===== config.mk =====
export PLATFORM = sky130hd
export DESIGN_NAME = issue_queue_flat
export DESIGN_NICKNAME = d
export VERILOG_FILES = /design/src/rtl/issue_queue_pkg.sv /design/src/rtl/issue_queue_if.sv /design/src/rtl/issue_queue_cdb_match.sv /design/src/rtl/issue_queue.sv /design/src/flat_wrapper.sv
export SDC_FILE = /design/constraint.sdc
export NUM_CORES = 2
export LEC_CHECK = 0
export BUFFER_PORTS_ARGS = -buffer_cell sky130_fd_sc_hd__buf_4
export CAP_MARGIN = 20
export CORE_MARGIN = 1.5
export CORE_UTILIZATION = 30
export CTS_CLUSTER_SIZE = 8
export DETAILED_ROUTE_END_ITERATION = 16
export PLACE_DENSITY = 0.54
export SLEW_MARGIN = 25
export SYNTH_ARGS = -nofsm -noshare
export SYNTH_HDL_FRONTEND = slang
export SYNTH_SLANG_ARGS = --single-unit

===== constraint.sdc =====
create_clock -name clk -period 3.1 [get_ports clk]
set_input_delay 0.62 -clock clk [delete_from_list [all_inputs] [get_ports clk]]
set_output_delay 0.62 -clock clk [all_outputs]
set_load 0.05 [all_outputs]

===== src/rtl/issue_queue_pkg.sv =====
// Shared types and default sizing for the decode/issue queue.
package issue_queue_pkg;

    localparam int OPENUM_W      = 6;
    localparam int DATA_W_DEF    = 32;
    localparam int REG_POS_W_DEF = 5;
    localparam int ROB_POS_W_DEF = 5;
    localparam int NUM_CDB_DEF   = 2;
    localparam int DEPTH_DEF     = 4;

    typedef logic [OPENUM_W-1:0] openum_t;

    typedef enum logic [OPENUM_W-1:0] {
        OP_NOP   = 6'd0,
        OP_LUI   = 6'd1,
        OP_AUIPC = 6'd2,
        OP_JAL   = 6'd3,
        OP_JALR  = 6'd4,
        OP_BEQ   = 6'd5,
        OP_LW    = 6'd6,
        OP_SW    = 6'd7,
        OP_ADDI  = 6'd8,
        OP_ADD   = 6'd9
    } opcode_e;

endpackage


===== src/rtl/issue_queue_if.sv =====
// Issue-queue bus: ifetch input, regfile/ROB lookups, CDB broadcast and RS/LSB dispatch.
interface issue_queue_if #(
    parameter int DATA_W    = issue_queue_pkg::DATA_W_DEF,
    parameter int REG_POS_W = issue_queue_pkg::REG_POS_W_DEF,
    parameter int ROB_POS_W = issue_queue_pkg::ROB_POS_W_DEF,
    parameter int NUM_CDB   = issue_queue_pkg::NUM_CDB_DEF
);
    import issue_queue_pkg::*;

    logic                         in_valid, in_ready;
    openum_t                      in_openum;
    logic [REG_POS_W-1:0]         in_rd, in_rs1, in_rs2;
    logic                         in_use_rs1, in_use_rs2;
    logic [DATA_W-1:0]            in_imm, in_pc;
    logic                         in_pred_jump, in_to_lsb, in_ready_inst;

    logic [REG_POS_W-1:0]         reg_rs1_pos, reg_rs2_pos;
    logic [DATA_W-1:0]            reg_rs1_val, reg_rs2_val;
    logic [ROB_POS_W-1:0]         reg_rs1_rob, reg_rs2_rob;

    logic [ROB_POS_W-1:0]         rob_rs1_pos, rob_rs2_pos;
    logic                         rob_rs1_ready, rob_rs2_ready;
    logic [DATA_W-1:0]            rob_rs1_val, rob_rs2_val;
    logic [ROB_POS_W-1:0]         rob_next_pos;
    logic                         rob_alloc;

    logic [NUM_CDB-1:0]           cdb_valid;
    logic [NUM_CDB*ROB_POS_W-1:0] cdb_rob_pos;
    logic [NUM_CDB*DATA_W-1:0]    cdb_val;

    logic                         rs_ready, lsb_ready, rs_issue, lsb_issue;
    openum_t                      out_openum;
    logic [REG_POS_W-1:0]         out_rd;
    logic [DATA_W-1:0]            out_imm, out_pc;
    logic                         out_pred_jump, out_ready_inst;
    logic [ROB_POS_W-1:0]         out_rob_pos;
    logic [DATA_W-1:0]            out_rs1_val, out_rs2_val;
    logic [ROB_POS_W-1:0]         out_rs1_rob, out_rs2_rob;

    modport slave (
        input  in_valid, in_openum, in_rd, in_rs1, in_rs2, in_use_rs1, in_use_rs2,
               in_imm, in_pc, in_pred_jump, in_to_lsb, in_ready_inst,
               reg_rs1_val, reg_rs2_val, reg_rs1_rob, reg_rs2_rob,
               rob_rs1_ready, rob_rs2_ready, rob_rs1_val, rob_rs2_val, rob_next_pos,
               cdb_valid, cdb_rob_pos, cdb_val, rs_ready, lsb_ready,
        output in_ready, reg_rs1_pos, reg_rs2_pos, rob_rs1_pos, rob_rs2_pos, rob_alloc,
               rs_issue, lsb_issue, out_openum, out_rd, out_imm, out_pc, out_pred_jump,
               out_ready_inst, out_rob_pos, out_rs1_val, out_rs1_rob, out_rs2_val, out_rs2_rob
    );

    modport master (
        output in_valid, in_openum, in_rd, in_rs1, in_rs2, in_use_rs1, in_use_rs2,
               in_imm, in_pc, in_pred_jump, in_to_lsb, in_ready_inst,
               reg_rs1_val, reg_rs2_val, reg_rs1_rob, reg_rs2_rob,
               rob_rs1_ready, rob_rs2_ready, rob_rs1_val, rob_rs2_val, rob_next_pos,
               cdb_valid, cdb_rob_pos, cdb_val, rs_ready, lsb_ready,
        input  in_ready, reg_rs1_pos, reg_rs2_pos, rob_rs1_pos, rob_rs2_pos, rob_alloc,
               rs_issue, lsb_issue, out_openum, out_rd, out_imm, out_pc, out_pred_jump,
               out_ready_inst, out_rob_pos, out_rs1_val, out_rs1_rob, out_rs2_val, out_rs2_rob
    );

endinterface


===== src/rtl/issue_queue_cdb_match.sv =====
// Compares one rename tag against all CDB channels; lowest channel index wins, tag 0 never hits.
module issue_queue_cdb_match #(
    parameter int DATA_W    = 32,
    parameter int ROB_POS_W = 5,
    parameter int NUM_CDB   = 2
) (
    input  logic [ROB_POS_W-1:0]         tag_i,
    input  logic [NUM_CDB-1:0]           cdb_valid_i,
    input  logic [NUM_CDB*ROB_POS_W-1:0] cdb_rob_pos_i,
    input  logic [NUM_CDB*DATA_W-1:0]    cdb_val_i,
    output logic                         hit_o,
    output logic [DATA_W-1:0]            val_o
);

    // Scan downwards so the lowest matching channel is written last.
    always_comb begin
        hit_o = 1'b0;
        val_o = '0;
        for (int i = NUM_CDB - 1; i >= 0; i--) begin
            if (cdb_valid_i[i] && (tag_i != '0) &&
                (cdb_rob_pos_i[i*ROB_POS_W +: ROB_POS_W] == tag_i)) begin
                hit_o = 1'b1;
                val_o = cdb_val_i[i*DATA_W +: DATA_W];
            end
        end
    end

endmodule


===== src/rtl/issue_queue.sv =====
// In-order issue queue: resolves operands at enqueue, wakes pending ones from the CDB,
// and dispatches the head to RS or LSB with a bypass on the current broadcast.
module issue_queue #(
    parameter int DATA_W    = issue_queue_pkg::DATA_W_DEF,
    parameter int REG_POS_W = issue_queue_pkg::REG_POS_W_DEF,
    parameter int ROB_POS_W = issue_queue_pkg::ROB_POS_W_DEF,
    parameter int NUM_CDB   = issue_queue_pkg::NUM_CDB_DEF,
    parameter int DEPTH     = issue_queue_pkg::DEPTH_DEF
) (
    input  logic         clk,
    input  logic         rst,
    input  logic         rdy,
    input  logic         clr,
    issue_queue_if.slave bus
);
    import issue_queue_pkg::*;

    localparam int PTR_W = $clog2(DEPTH);
    localparam int CNT_W = PTR_W + 1;
    localparam logic [CNT_W-1:0] DEPTH_C = CNT_W'(DEPTH);

    typedef struct packed {
        logic                 valid;
        openum_t              openum;
        logic [REG_POS_W-1:0] rd;
        logic [DATA_W-1:0]    imm;
        logic [DATA_W-1:0]    pc;
        logic                 pred_jump;
        logic                 to_lsb;
        logic                 ready_inst;
        logic [ROB_POS_W-1:0] rob_pos;
        logic [DATA_W-1:0]    rs1_val;
        logic [ROB_POS_W-1:0] rs1_rob;
        logic [DATA_W-1:0]    rs2_val;
        logic [ROB_POS_W-1:0] rs2_rob;
    } entry_t;

    entry_t               entry_q [DEPTH];
    entry_t               entry_d [DEPTH];
    logic [PTR_W-1:0]     head_q, head_d, tail_q, tail_d;
    logic [CNT_W-1:0]     count_q, count_d;

    entry_t               head, head_out, new_entry;
    logic                 in_ready_w, enq_fire, issue_ok, rs_issue_w, lsb_issue_w, deq_fire;
    logic                 enq1_hit, enq2_hit, byp1_hit, byp2_hit;
    logic [DATA_W-1:0]    enq1_val, enq2_val, byp1_val, byp2_val;
    logic [DEPTH-1:0]     wake1_hit, wake2_hit;
    logic [DATA_W-1:0]    wake1_val [DEPTH];
    logic [DATA_W-1:0]    wake2_val [DEPTH];

    // Operand value/tag at enqueue: unused, regfile, ROB, CDB, else still pending.
    function automatic logic [DATA_W+ROB_POS_W-1:0] resolve(
        input logic use_op, input logic [DATA_W-1:0] reg_val, input logic [ROB_POS_W-1:0] reg_rob,
        input logic rob_ready, input logic [DATA_W-1:0] rob_val,
        input logic cdb_hit, input logic [DATA_W-1:0] cdb_val);
        if (!use_op)           return '0;
        if (reg_rob == '0)     return {reg_val, {ROB_POS_W{1'b0}}};
        if (rob_ready)         return {rob_val, {ROB_POS_W{1'b0}}};
        if (cdb_hit)           return {cdb_val, {ROB_POS_W{1'b0}}};
        return {{DATA_W{1'b0}}, reg_rob};
    endfunction

    issue_queue_cdb_match #(.DATA_W(DATA_W), .ROB_POS_W(ROB_POS_W), .NUM_CDB(NUM_CDB)) u_enq1 (
        .tag_i(bus.reg_rs1_rob), .cdb_valid_i(bus.cdb_valid), .cdb_rob_pos_i(bus.cdb_rob_pos),
        .cdb_val_i(bus.cdb_val), .hit_o(enq1_hit), .val_o(enq1_val));
    issue_queue_cdb_match #(.DATA_W(DATA_W), .ROB_POS_W(ROB_POS_W), .NUM_CDB(NUM_CDB)) u_enq2 (
        .tag_i(bus.reg_rs2_rob), .cdb_valid_i(bus.cdb_valid), .cdb_rob_pos_i(bus.cdb_rob_pos),
        .cdb_val_i(bus.cdb_val), .hit_o(enq2_hit), .val_o(enq2_val));
    issue_queue_cdb_match #(.DATA_W(DATA_W), .ROB_POS_W(ROB_POS_W), .NUM_CDB(NUM_CDB)) u_byp1 (
        .tag_i(head_out.rs1_rob), .cdb_valid_i(bus.cdb_valid), .cdb_rob_pos_i(bus.cdb_rob_pos),
        .cdb_val_i(bus.cdb_val), .hit_o(byp1_hit), .val_o(byp1_val));
    issue_queue_cdb_match #(.DATA_W(DATA_W), .ROB_POS_W(ROB_POS_W), .NUM_CDB(NUM_CDB)) u_byp2 (
        .tag_i(head_out.rs2_rob), .cdb_valid_i(bus.cdb_valid), .cdb_rob_pos_i(bus.cdb_rob_pos),
        .cdb_val_i(bus.cdb_val), .hit_o(byp2_hit), .val_o(byp2_val));

    for (genvar i = 0; i < DEPTH; i++) begin : g_wake
        issue_queue_cdb_match #(.DATA_W(DATA_W), .ROB_POS_W(ROB_POS_W), .NUM_CDB(NUM_CDB)) u_rs1 (
            .tag_i(entry_q[i].rs1_rob), .cdb_valid_i(bus.cdb_valid), .cdb_rob_pos_i(bus.cdb_rob_pos),
            .cdb_val_i(bus.cdb_val), .hit_o(wake1_hit[i]), .val_o(wake1_val[i]));
        issue_queue_cdb_match #(.DATA_W(DATA_W), .ROB_POS_W(ROB_POS_W), .NUM_CDB(NUM_CDB)) u_rs2 (
            .tag_i(entry_q[i].rs2_rob), .cdb_valid_i(bus.cdb_valid), .cdb_rob_pos_i(bus.cdb_rob_pos),
            .cdb_val_i(bus.cdb_val), .hit_o(wake2_hit[i]), .val_o(wake2_val[i]));
    end

    assign in_ready_w  = rdy & ~clr & ~rst & (count_q < DEPTH_C);
    assign enq_fire    = bus.in_valid & in_ready_w;
    assign head        = entry_q[head_q];
    assign head_out    = head.valid ? head : '0;
    assign issue_ok    = head_out.valid & rdy & ~clr & ~rst;
    assign rs_issue_w  = issue_ok & ~head_out.to_lsb;
    assign lsb_issue_w = issue_ok & head_out.to_lsb;
    assign deq_fire    = (rs_issue_w & bus.rs_ready) | (lsb_issue_w & bus.lsb_ready);

    assign bus.in_ready       = in_ready_w;
    assign bus.rob_alloc      = enq_fire;
    assign bus.reg_rs1_pos    = bus.in_rs1;
    assign bus.reg_rs2_pos    = bus.in_rs2;
    assign bus.rob_rs1_pos    = bus.reg_rs1_rob;
    assign bus.rob_rs2_pos    = bus.reg_rs2_rob;
    assign bus.rs_issue       = rs_issue_w;
    assign bus.lsb_issue      = lsb_issue_w;
    assign bus.out_openum     = head_out.openum;
    assign bus.out_rd         = head_out.rd;
    assign bus.out_imm        = head_out.imm;
    assign bus.out_pc         = head_out.pc;
    assign bus.out_pred_jump  = head_out.pred_jump;
    assign bus.out_ready_inst = head_out.ready_inst;
    assign bus.out_rob_pos    = head_out.rob_pos;
    assign bus.out_rs1_val    = byp1_hit ? byp1_val : head_out.rs1_val;
    assign bus.out_rs1_rob    = byp1_hit ? '0 : head_out.rs1_rob;
    assign bus.out_rs2_val    = byp2_hit ? byp2_val : head_out.rs2_val;
    assign bus.out_rs2_rob    = byp2_hit ? '0 : head_out.rs2_rob;

    always_comb begin
        new_entry            = '0;
        new_entry.valid      = 1'b1;
        new_entry.openum     = bus.in_openum;
        new_entry.rd         = bus.in_rd;
        new_entry.imm        = bus.in_imm;
        new_entry.pc         = bus.in_pc;
        new_entry.pred_jump  = bus.in_pred_jump;
        new_entry.to_lsb     = bus.in_to_lsb;
        new_entry.ready_inst = bus.in_ready_inst;
        new_entry.rob_pos    = bus.rob_next_pos;
        {new_entry.rs1_val, new_entry.rs1_rob} = resolve(bus.in_use_rs1, bus.reg_rs1_val,
            bus.reg_rs1_rob, bus.rob_rs1_ready, bus.rob_rs1_val, enq1_hit, enq1_val);
        {new_entry.rs2_val, new_entry.rs2_rob} = resolve(bus.in_use_rs2, bus.reg_rs2_val,
            bus.reg_rs2_rob, bus.rob_rs2_ready, bus.rob_rs2_val, enq2_hit, enq2_val);
    end

    always_comb begin
        entry_d = entry_q;
        head_d  = head_q;
        tail_d  = tail_q;
        count_d = count_q;
        if (rdy) begin
            for (int i = 0; i < DEPTH; i++) begin
                if (entry_q[i].valid && wake1_hit[i]) begin
                    entry_d[i].rs1_val = wake1_val[i];
                    entry_d[i].rs1_rob = '0;
                end
                if (entry_q[i].valid && wake2_hit[i]) begin
                    entry_d[i].rs2_val = wake2_val[i];
                    entry_d[i].rs2_rob = '0;
                end
            end
            // Full blocks enqueue and empty blocks dequeue, so both never hit one slot.
            if (deq_fire) begin
                entry_d[head_q].valid = 1'b0;
                head_d = head_q + 1'b1;
            end
            if (enq_fire) begin
                entry_d[tail_q] = new_entry;
                tail_d = tail_q + 1'b1;
            end
            case ({enq_fire, deq_fire})
                2'b10:   count_d = count_q + 1'b1;
                2'b01:   count_d = count_q - 1'b1;
                default: count_d = count_q;
            endcase
        end
    end

    always_ff @(posedge clk) begin
        if (rst || clr) begin
            for (int i = 0; i < DEPTH; i++) entry_q[i] <= '0;
            head_q  <= '0;
            tail_q  <= '0;
            count_q <= '0;
        end else begin
            entry_q <= entry_d;
            head_q  <= head_d;
            tail_q  <= tail_d;
            count_q <= count_d;
        end
    end

endmodule


===== src/flat_wrapper.sv =====
// flat-port wrapper written by rule: the top's interface ports become plain ports
module issue_queue_flat import issue_queue_pkg::*;
#(
    parameter int DATA_W    = issue_queue_pkg::DATA_W_DEF,
    parameter int REG_POS_W = issue_queue_pkg::REG_POS_W_DEF,
    parameter int ROB_POS_W = issue_queue_pkg::ROB_POS_W_DEF,
    parameter int NUM_CDB   = issue_queue_pkg::NUM_CDB_DEF,
    parameter int DEPTH     = issue_queue_pkg::DEPTH_DEF
)
  (clk, rst, rdy, clr, bus_in_valid, bus_in_openum, bus_in_rd, bus_in_rs1, bus_in_rs2, bus_in_use_rs1, bus_in_use_rs2, bus_in_imm, bus_in_pc, bus_in_pred_jump, bus_in_to_lsb, bus_in_ready_inst, bus_reg_rs1_val, bus_reg_rs2_val, bus_reg_rs1_rob, bus_reg_rs2_rob, bus_rob_rs1_ready, bus_rob_rs2_ready, bus_rob_rs1_val, bus_rob_rs2_val, bus_rob_next_pos, bus_cdb_valid, bus_cdb_rob_pos, bus_cdb_val, bus_rs_ready, bus_lsb_ready, bus_in_ready, bus_reg_rs1_pos, bus_reg_rs2_pos, bus_rob_rs1_pos, bus_rob_rs2_pos, bus_rob_alloc, bus_rs_issue, bus_lsb_issue, bus_out_openum, bus_out_rd, bus_out_imm, bus_out_pc, bus_out_pred_jump, bus_out_ready_inst, bus_out_rob_pos, bus_out_rs1_val, bus_out_rs1_rob, bus_out_rs2_val, bus_out_rs2_rob);
  issue_queue_if #(.DATA_W(DATA_W), .REG_POS_W(REG_POS_W), .ROB_POS_W(ROB_POS_W), .NUM_CDB(NUM_CDB)) bus_i ();
  input  logic clk;
  input  logic rst;
  input  logic rdy;
  input  logic clr;
  input wire logic [$bits(bus_i.in_valid)-1:0] bus_in_valid;
  input wire logic [$bits(bus_i.in_openum)-1:0] bus_in_openum;
  input wire logic [$bits(bus_i.in_rd)-1:0] bus_in_rd;
  input wire logic [$bits(bus_i.in_rs1)-1:0] bus_in_rs1;
  input wire logic [$bits(bus_i.in_rs2)-1:0] bus_in_rs2;
  input wire logic [$bits(bus_i.in_use_rs1)-1:0] bus_in_use_rs1;
  input wire logic [$bits(bus_i.in_use_rs2)-1:0] bus_in_use_rs2;
  input wire logic [$bits(bus_i.in_imm)-1:0] bus_in_imm;
  input wire logic [$bits(bus_i.in_pc)-1:0] bus_in_pc;
  input wire logic [$bits(bus_i.in_pred_jump)-1:0] bus_in_pred_jump;
  input wire logic [$bits(bus_i.in_to_lsb)-1:0] bus_in_to_lsb;
  input wire logic [$bits(bus_i.in_ready_inst)-1:0] bus_in_ready_inst;
  input wire logic [$bits(bus_i.reg_rs1_val)-1:0] bus_reg_rs1_val;
  input wire logic [$bits(bus_i.reg_rs2_val)-1:0] bus_reg_rs2_val;
  input wire logic [$bits(bus_i.reg_rs1_rob)-1:0] bus_reg_rs1_rob;
  input wire logic [$bits(bus_i.reg_rs2_rob)-1:0] bus_reg_rs2_rob;
  input wire logic [$bits(bus_i.rob_rs1_ready)-1:0] bus_rob_rs1_ready;
  input wire logic [$bits(bus_i.rob_rs2_ready)-1:0] bus_rob_rs2_ready;
  input wire logic [$bits(bus_i.rob_rs1_val)-1:0] bus_rob_rs1_val;
  input wire logic [$bits(bus_i.rob_rs2_val)-1:0] bus_rob_rs2_val;
  input wire logic [$bits(bus_i.rob_next_pos)-1:0] bus_rob_next_pos;
  input wire logic [$bits(bus_i.cdb_valid)-1:0] bus_cdb_valid;
  input wire logic [$bits(bus_i.cdb_rob_pos)-1:0] bus_cdb_rob_pos;
  input wire logic [$bits(bus_i.cdb_val)-1:0] bus_cdb_val;
  input wire logic [$bits(bus_i.rs_ready)-1:0] bus_rs_ready;
  input wire logic [$bits(bus_i.lsb_ready)-1:0] bus_lsb_ready;
  output wire logic [$bits(bus_i.in_ready)-1:0] bus_in_ready;
  output wire logic [$bits(bus_i.reg_rs1_pos)-1:0] bus_reg_rs1_pos;
  output wire logic [$bits(bus_i.reg_rs2_pos)-1:0] bus_reg_rs2_pos;
  output wire logic [$bits(bus_i.rob_rs1_pos)-1:0] bus_rob_rs1_pos;
  output wire logic [$bits(bus_i.rob_rs2_pos)-1:0] bus_rob_rs2_pos;
  output wire logic [$bits(bus_i.rob_alloc)-1:0] bus_rob_alloc;
  output wire logic [$bits(bus_i.rs_issue)-1:0] bus_rs_issue;
  output wire logic [$bits(bus_i.lsb_issue)-1:0] bus_lsb_issue;
  output wire logic [$bits(bus_i.out_openum)-1:0] bus_out_openum;
  output wire logic [$bits(bus_i.out_rd)-1:0] bus_out_rd;
  output wire logic [$bits(bus_i.out_imm)-1:0] bus_out_imm;
  output wire logic [$bits(bus_i.out_pc)-1:0] bus_out_pc;
  output wire logic [$bits(bus_i.out_pred_jump)-1:0] bus_out_pred_jump;
  output wire logic [$bits(bus_i.out_ready_inst)-1:0] bus_out_ready_inst;
  output wire logic [$bits(bus_i.out_rob_pos)-1:0] bus_out_rob_pos;
  output wire logic [$bits(bus_i.out_rs1_val)-1:0] bus_out_rs1_val;
  output wire logic [$bits(bus_i.out_rs1_rob)-1:0] bus_out_rs1_rob;
  output wire logic [$bits(bus_i.out_rs2_val)-1:0] bus_out_rs2_val;
  output wire logic [$bits(bus_i.out_rs2_rob)-1:0] bus_out_rs2_rob;
  assign bus_i.in_valid = bus_in_valid;
  assign bus_i.in_openum = bus_in_openum;
  assign bus_i.in_rd = bus_in_rd;
  assign bus_i.in_rs1 = bus_in_rs1;
  assign bus_i.in_rs2 = bus_in_rs2;
  assign bus_i.in_use_rs1 = bus_in_use_rs1;
  assign bus_i.in_use_rs2 = bus_in_use_rs2;
  assign bus_i.in_imm = bus_in_imm;
  assign bus_i.in_pc = bus_in_pc;
  assign bus_i.in_pred_jump = bus_in_pred_jump;
  assign bus_i.in_to_lsb = bus_in_to_lsb;
  assign bus_i.in_ready_inst = bus_in_ready_inst;
  assign bus_i.reg_rs1_val = bus_reg_rs1_val;
  assign bus_i.reg_rs2_val = bus_reg_rs2_val;
  assign bus_i.reg_rs1_rob = bus_reg_rs1_rob;
  assign bus_i.reg_rs2_rob = bus_reg_rs2_rob;
  assign bus_i.rob_rs1_ready = bus_rob_rs1_ready;
  assign bus_i.rob_rs2_ready = bus_rob_rs2_ready;
  assign bus_i.rob_rs1_val = bus_rob_rs1_val;
  assign bus_i.rob_rs2_val = bus_rob_rs2_val;
  assign bus_i.rob_next_pos = bus_rob_next_pos;
  assign bus_i.cdb_valid = bus_cdb_valid;
  assign bus_i.cdb_rob_pos = bus_cdb_rob_pos;
  assign bus_i.cdb_val = bus_cdb_val;
  assign bus_i.rs_ready = bus_rs_ready;
  assign bus_i.lsb_ready = bus_lsb_ready;
  assign bus_in_ready = bus_i.in_ready;
  assign bus_reg_rs1_pos = bus_i.reg_rs1_pos;
  assign bus_reg_rs2_pos = bus_i.reg_rs2_pos;
  assign bus_rob_rs1_pos = bus_i.rob_rs1_pos;
  assign bus_rob_rs2_pos = bus_i.rob_rs2_pos;
  assign bus_rob_alloc = bus_i.rob_alloc;
  assign bus_rs_issue = bus_i.rs_issue;
  assign bus_lsb_issue = bus_i.lsb_issue;
  assign bus_out_openum = bus_i.out_openum;
  assign bus_out_rd = bus_i.out_rd;
  assign bus_out_imm = bus_i.out_imm;
  assign bus_out_pc = bus_i.out_pc;
  assign bus_out_pred_jump = bus_i.out_pred_jump;
  assign bus_out_ready_inst = bus_i.out_ready_inst;
  assign bus_out_rob_pos = bus_i.out_rob_pos;
  assign bus_out_rs1_val = bus_i.out_rs1_val;
  assign bus_out_rs1_rob = bus_i.out_rs1_rob;
  assign bus_out_rs2_val = bus_i.out_rs2_val;
  assign bus_out_rs2_rob = bus_i.out_rs2_rob;
  issue_queue #(.DATA_W(DATA_W), .REG_POS_W(REG_POS_W), .ROB_POS_W(ROB_POS_W), .NUM_CDB(NUM_CDB), .DEPTH(DEPTH)) u_core (.clk(clk), .rst(rst), .rdy(rdy), .clr(clr), .bus(bus_i));
endmodule

**After elaboration in Yosys (flattened, before gate mapping)**

Index checks and enable logic that the tools add are counted.

- Order comparisons: 5
- Eq/ne operators: 26
- Bitwise logic cells: 17
- Reductions and logical operators: 77
- Multiplexer cells: 116
- Add/subtract/negate cells: 4

Operators with widths:

| operator | number |
|---|---|
| two-way mux 632 bit | 3 |
| bitwise mux 632 bit | 2 |
| two-way mux 37 bit | 32 |
| two-way mux 32 bit | 26 |
| two-way mux 158 bit | 5 |
| demux 158 bit (select 2 bit) | 2 |
| binary-select mux 158 bit (select 2 bit) | 1 |
| equality test 5 bit | 24 |
| nonzero test 5 bit | 12 |
| logical AND 1 bit | 58 |
| two-way mux 1 bit | 42 |
| bitwise AND 1 bit | 11 |
| logical NOT 5 bit | 2 |
| two-way mux 5 bit | 2 |
| greater-or-equal comparator 3 bit (second input constant) | 2 |
| < comparator 3 x 1 -> 1 bit (second input constant) | 2 |
| inverter 2 -> 3 bit | 2 |
| one-hot mux 3 bit (2 select lines) | 1 |
| AND reduction 2 bit | 3 |
| adder 2 x 1 -> 2 bit (second input constant) | 2 |
| adder 3 x 1 -> 3 bit (second input constant) | 1 |
| < comparator 3 bit (second input constant) | 1 |
| inverter 1 bit | 3 |
| subtractor 3 x 1 -> 3 bit (second input constant) | 1 |
| other kinds (5) | 5 |

- Input bits: 318
- Word-level logic and storage cells: 300
- Register bits: 639
- Output and inout bits: 180

**Longest topological paths before layout**

- Depth after elaboration: 15
- Mapped depth: 14

**By module**

A second synthesis with hierarchy kept.

- Cell total of the unflattened synthesis: 4835
- Area, all modules: 44131.1 µm²

Modules (own cells, without submodules):

| module | times used | area an instance (µm²) | sequential area each (µm²) | cells each |
|---|---|---|---|---|
| issue_queue | 1 | 32449.9 | 12792.3 | 3707 |
| issue_queue_cdb_match | 12 | 973.4 | 0.0 | 94 |

**Worst setup path before layout**

Ideal clock, no wire load.

- Kind: reg2reg
- Start point: register u_core.head_q[1]
- End point: register u_core.count_q[2]
- Stages on the path, launching flop included: 14
- Setup slack: -1228 ps
- Path buffers: 3
- Data arrival time: 4200 ps
- Library setup time: 128 ps
- Required time: 2972 ps
- Clock period less this slack: 4328 ps
- Cell sequence: dfxtp_1 buf_6 buf_2 mux4_2 nor4_1 a22o_1 buf_2 ha_1 inv_1 fa_1 xnor2_1 nand2_1 xor2_1 nor2_1

- Longest elaborated chain between the ends: 14
- Elaborated cells on any way between the ends: 19
- Those cells by class: 2 x eq/ne; 5 x mux; 10 x bitwise; 2 x reduce/logical

Ends and longest elaborated chain:

| what | RTL line | source |
|---|---|---|
| start: declaration | issue_queue.sv:40 | `logic [PTR_W-1:0] head_q, head_d, tail_q, tail_d;` |
| start signal: assignment | issue_queue.sv:167 | `head_q <= '0;` |
| start signal: assignment | issue_queue.sv:172 | `head_q <= head_d;` |
| inverter 2 -> 3 bit (implied by the code) (*) | issue_queue.sv:87 | `assign head = entry_q[head_q];` |
| binary-select mux 158 bit (select 2 bit) (*) | issue_queue.sv:87 |  |
| two-way mux 158 bit (implied by the code) (*) (2 in series) | issue_queue.sv:87 |  |
| two-way mux 158 bit (*) | issue_queue.sv:88 | `assign head_out = head.valid ? head : '0;` |
| bitwise AND 1 bit (3 in series) | issue_queue.sv:89 | `assign issue_ok = head_out.valid & rdy & ~clr & ~rst;` |
| bitwise AND 1 bit (*) | issue_queue.sv:90 | `assign rs_issue_w = issue_ok & ~head_out.to_lsb;` |
| net bus_rs_issue | flat_wrapper.sv:48 | `output wire logic [$bits(bus_i.rs_issue)-1:0] bus_rs_issue;` |
| bitwise AND 1 bit (*) | issue_queue.sv:92 | `assign deq_fire = (rs_issue_w & bus.rs_ready) \| (lsb_issue_w & bus.lsb_ready);` |
| OR 1 bit (*) | issue_queue.sv:92 |  |
| equality test 2 bit / equality test 2 x 1 -> 1 bit (equally long branches) | issue_queue.sv:156 | `case ({enq_fire, deq_fire})` |
| nonzero test 2 bit (no source line) | -- |  |
| AND reduction 2 bit (no source line) | -- |  |
| end signal: assignment | issue_queue.sv:174 | `count_q <= count_d;` |
| end: declaration | issue_queue.sv:41 | `logic [CNT_W-1:0] count_q, count_d;` |

The timed path passes the listed nets; every way through them passes the cells marked *. The select of a mux whose other input is x is not followed.
A chain may end at the register's enable or synchronous reset.

**Worst setup path after layout**

- Start point: register u_core.head_q[0]
- End point: output port bus_out_rs2_val[4]

- Longest elaborated chain between the ends: 11
- Elaborated cells on any way between the ends: 17
- Those cells by class: 2 x eq/ne; 9 x mux; 1 x bitwise; 5 x reduce/logical

Ends and longest elaborated chain:

| what | RTL line | source |
|---|---|---|
| inverter 2 -> 3 bit (implied by the code) (*) | issue_queue.sv:87 |  |
| binary-select mux 158 bit (select 2 bit) (*) | issue_queue.sv:87 |  |
| two-way mux 158 bit (implied by the code) (*) (2 in series) | issue_queue.sv:87 |  |
| two-way mux 158 bit (*) | issue_queue.sv:88 |  |
| nonzero test 5 bit | issue_queue_cdb_match.sv:20 | `if (cdb_valid_i[i] && (tag_i != '0) &&` |
| logical AND 1 bit (2 in series) | issue_queue_cdb_match.sv:20 |  |
| two-way mux 32 bit / two-way mux 1 bit (equally long branches) (2 in series) | issue_queue_cdb_match.sv:20 |  |
| two-way mux 32 bit (*) | issue_queue.sv:111 | `assign bus.out_rs2_val = byp2_hit ? byp2_val : head_out.rs2_val;` |
| end: declaration | flat_wrapper.sv:59 | `output wire logic [$bits(bus_i.out_rs2_val)-1:0] bus_out_rs2_val;` |

Mark *: on every way between the ends. The rest lies on a longest branch, timed or not. The select of a mux whose other input is x is not followed.

==> results.ini <==
[synthesis]
yosys_warnings=0
synth_area_per_cell_um2=7.90
synthArstFlopShare=0
synth_top_area_share=0.328
ys_seq_elements=639
synthesis.nets=5267
synthCells=4939
syn_area_um2=39000
yosysUniqueCellTypes=69
yosys-top-cells-area=dfxtp_1 (33%), nand2_1 (11%), a21oi_1 (9.6%)
synth_edf_count=0
ys.flop_type=dfxtp_1
yosysTopAreaCell=dfxtp_1
yosysSeqAreaShare=0.328

[finish]
drive_above_1_share=0.256
syn2layout_area_growth_pct=30.4
layout_common_cells=nand2_1 (1083), a21oi_1 (748), dfxtp_1 (634)
fin_area_um2=50900
final_nets=5613
final_common_cell=nand2_1

[setup_path]
required_ns=2.48
path_class=reg -> out
cp-start-kind=register
cp_data_arrival_time_ns=3.35
worst-path-max-fanout=8
endpoint_kind=output port

[sta]
finalClockSkew_ns=0.0418
min_period_ns=3.97
setup_ws_ns=-0.871
fmax_mhz=252
relSlewSlack=0.167
final-setup-viol-count=159
fin_setup_tns_ns=-70.66
drv_slew=0
grt_setup_unrepaired=yes
hold_viol=0
timing.final.crit_share=1.28
whs_ns=0.191
worst_pin_slew_ns=1.25

[placement]
portBuffers=477
pre_cts_ws_ns=-0.268
hpwl_um=126000
dpl_cell_area_um2=46600
gp_congestion=0.986

[clocking]
clock_latency_ns=0.69
tritoncts=yes
cts_sinks=639
h-tree-depth=3
clock_path_buffers=3
cts_buffers=92
cts_root_buffer=clkbuf_16
ctsHoldBuffers=0
path_clk_slew_ns=0.05

[outcome]
failed_checks=negative setup slack
status=finished with violations

[routing]
drtAntennaViolNets=0
finalWirelength_um=195000
viasPerCell=5.83
first_pass_iters=12
avgRoutedWirePerCell_um=27.6
drtIter0Drc=4603
remaining_drc_errors=0
vias=41200

[global_route]
grt_pass1_vias=39000
track_usage=0.275
grt_first_pass_wirelength_um=272000
antenna_found_initial=21
grt_overflow=0
grt_max_degree=189

[power]
clkPwrFrac=0.482
p_sw_frac=0.276
total_power_mw=19.7
power_density_nw_per_um2=388
ir_drop_v=0.000404
p_sw_mw=5.45
power.leakage_nw=17.4
sequentialPowerShare=0.419
p_int_mw=14.3
p_comb_frac=0.099

[floorplanning]
ios=498
dieArea_um2=132000
initial_core_util=0.302
core_um2=129000
die_h_um=364
die_w_um=364
rows=132

[run]
cap_violations=0

[hold_path]
hold_class=in -> reg

cells by family after synthesis:
| kind of cell | Yosys count | synth area share |
|---|---|---|
| buffers and inverters | 615 | 0.0703 |
| flip-flops | 639 | 0.328 |
| AND/OR/NAND/NOR | 1777 | 0.208 |
| adder cells (fa/ha/maj) | 10 | 0.00340 |
| XOR/XNOR | 119 | 0.0267 |
| multiplexers | 329 | 0.136 |
| AO/OA/AOI/OAI | 1450 | 0.228 |
metal layers:
| layer | vias up | track usage | routed length [um] |
|---|---|---|---|
| met3 | 527 | 0.0904 | 23300 |
| met1 | 19900 | 0.340 | 73900 |
| met4 | 20 | 0.140 | 10700 |
| li1 | 18300 | - | - |
| met5 | - | 0 | 123 |
| met2 | 2465 | 0.426 | 86600 |
cell type report:
| class | instances | area, um2 |
|---|---|---|
| diodes | 7 | 17.5 |
| clock buffers | 105 | 2370 |
| clock inverters | 11 | 230 |
| fillers | 13100 | 78500 |
| inverters | 33 | 126 |
| multi-input cells | 3686 | 25100 |
| flip-flops and latches | 639 | 12800 |
| well taps | 1742 | 2180 |
| repair buffers | 833 | 8070 |
cell usage after synthesis (all sizes together) (110+ instances only):
cell type / number
mux4: 160
o22ai: 176
nand2: 1109
nand3: 144
mux2i: 168
nor2: 152
dfxtp: 639
o21ai: 110
clkbuf: 359
buf: 223
a21oi: 761
nand3b: 195
a31oi: 141
path summary, 6_finish.rpt:
check / startpoint / endpoint / slack (ns) / depth (start not counted)
min: bus_in_imm[31] / u_core.entry_q[145] / 0.19 / 3
max reg2reg: u_core.head_q[0] / u_core.count_q[2] / -0.03 / 16
max: u_core.head_q[0] / bus_out_rs2_val[4] / -0.87 / 13
min reg2reg: u_core.entry_q[130] / u_core.entry_q[130] / 0.45 / 2
power by group through the flow:
stage	Combinational [mW]	Clock (mW)	Sequential (mW)
floorplan	0.867	0	8.43
global placement	1.86	0	8.43
detailed placement	1.86	0	8.43
CTS	1.87	9.67	8.26
global route	1.99	9.99	8.26
finish	1.95	9.50	8.26
flip-flops by register name (all words and copies together), names as in the netlist:
signal	count
u_core.count_q	3
u_core.entry_q	632
u_core.head_q	2
u_core.tail_q	2
what timing repair did:
action | 4_1_cts | 5_1_grt
gates resized for setup | 126 | 155
pin swaps | 14 | 17
gates cloned | 1 | 20
endpoints found under the setup margin | 160 | 161
setup buffers | 9 | 14
per-stage QoR:
stage | util | cells
final | 0.393 | 7056
after CTS | 0.384 | 7019
after global placement | 0.360 | 6893
after global routing | 0.393 | 7054
after floorplan | - | 4939
after detailed placement | 0.360 | 6893
critical path, stage by stage, from the launching register on:
cell and delay, ns:
dfxtp_4 0.38, buf_12 0.11, buf_6 0.08, mux4_2 0.57
buf_6 0.17, xor2_2 0.13, o21ai_1 0.14, nand4b_1 0.14
buf_6 0.17, buf_12 0.15, clkbuf_16 0.18, buf_12 0.13
a31oi_4 0.12, buf_6 0.17
(Power assumes the default switching activity.)
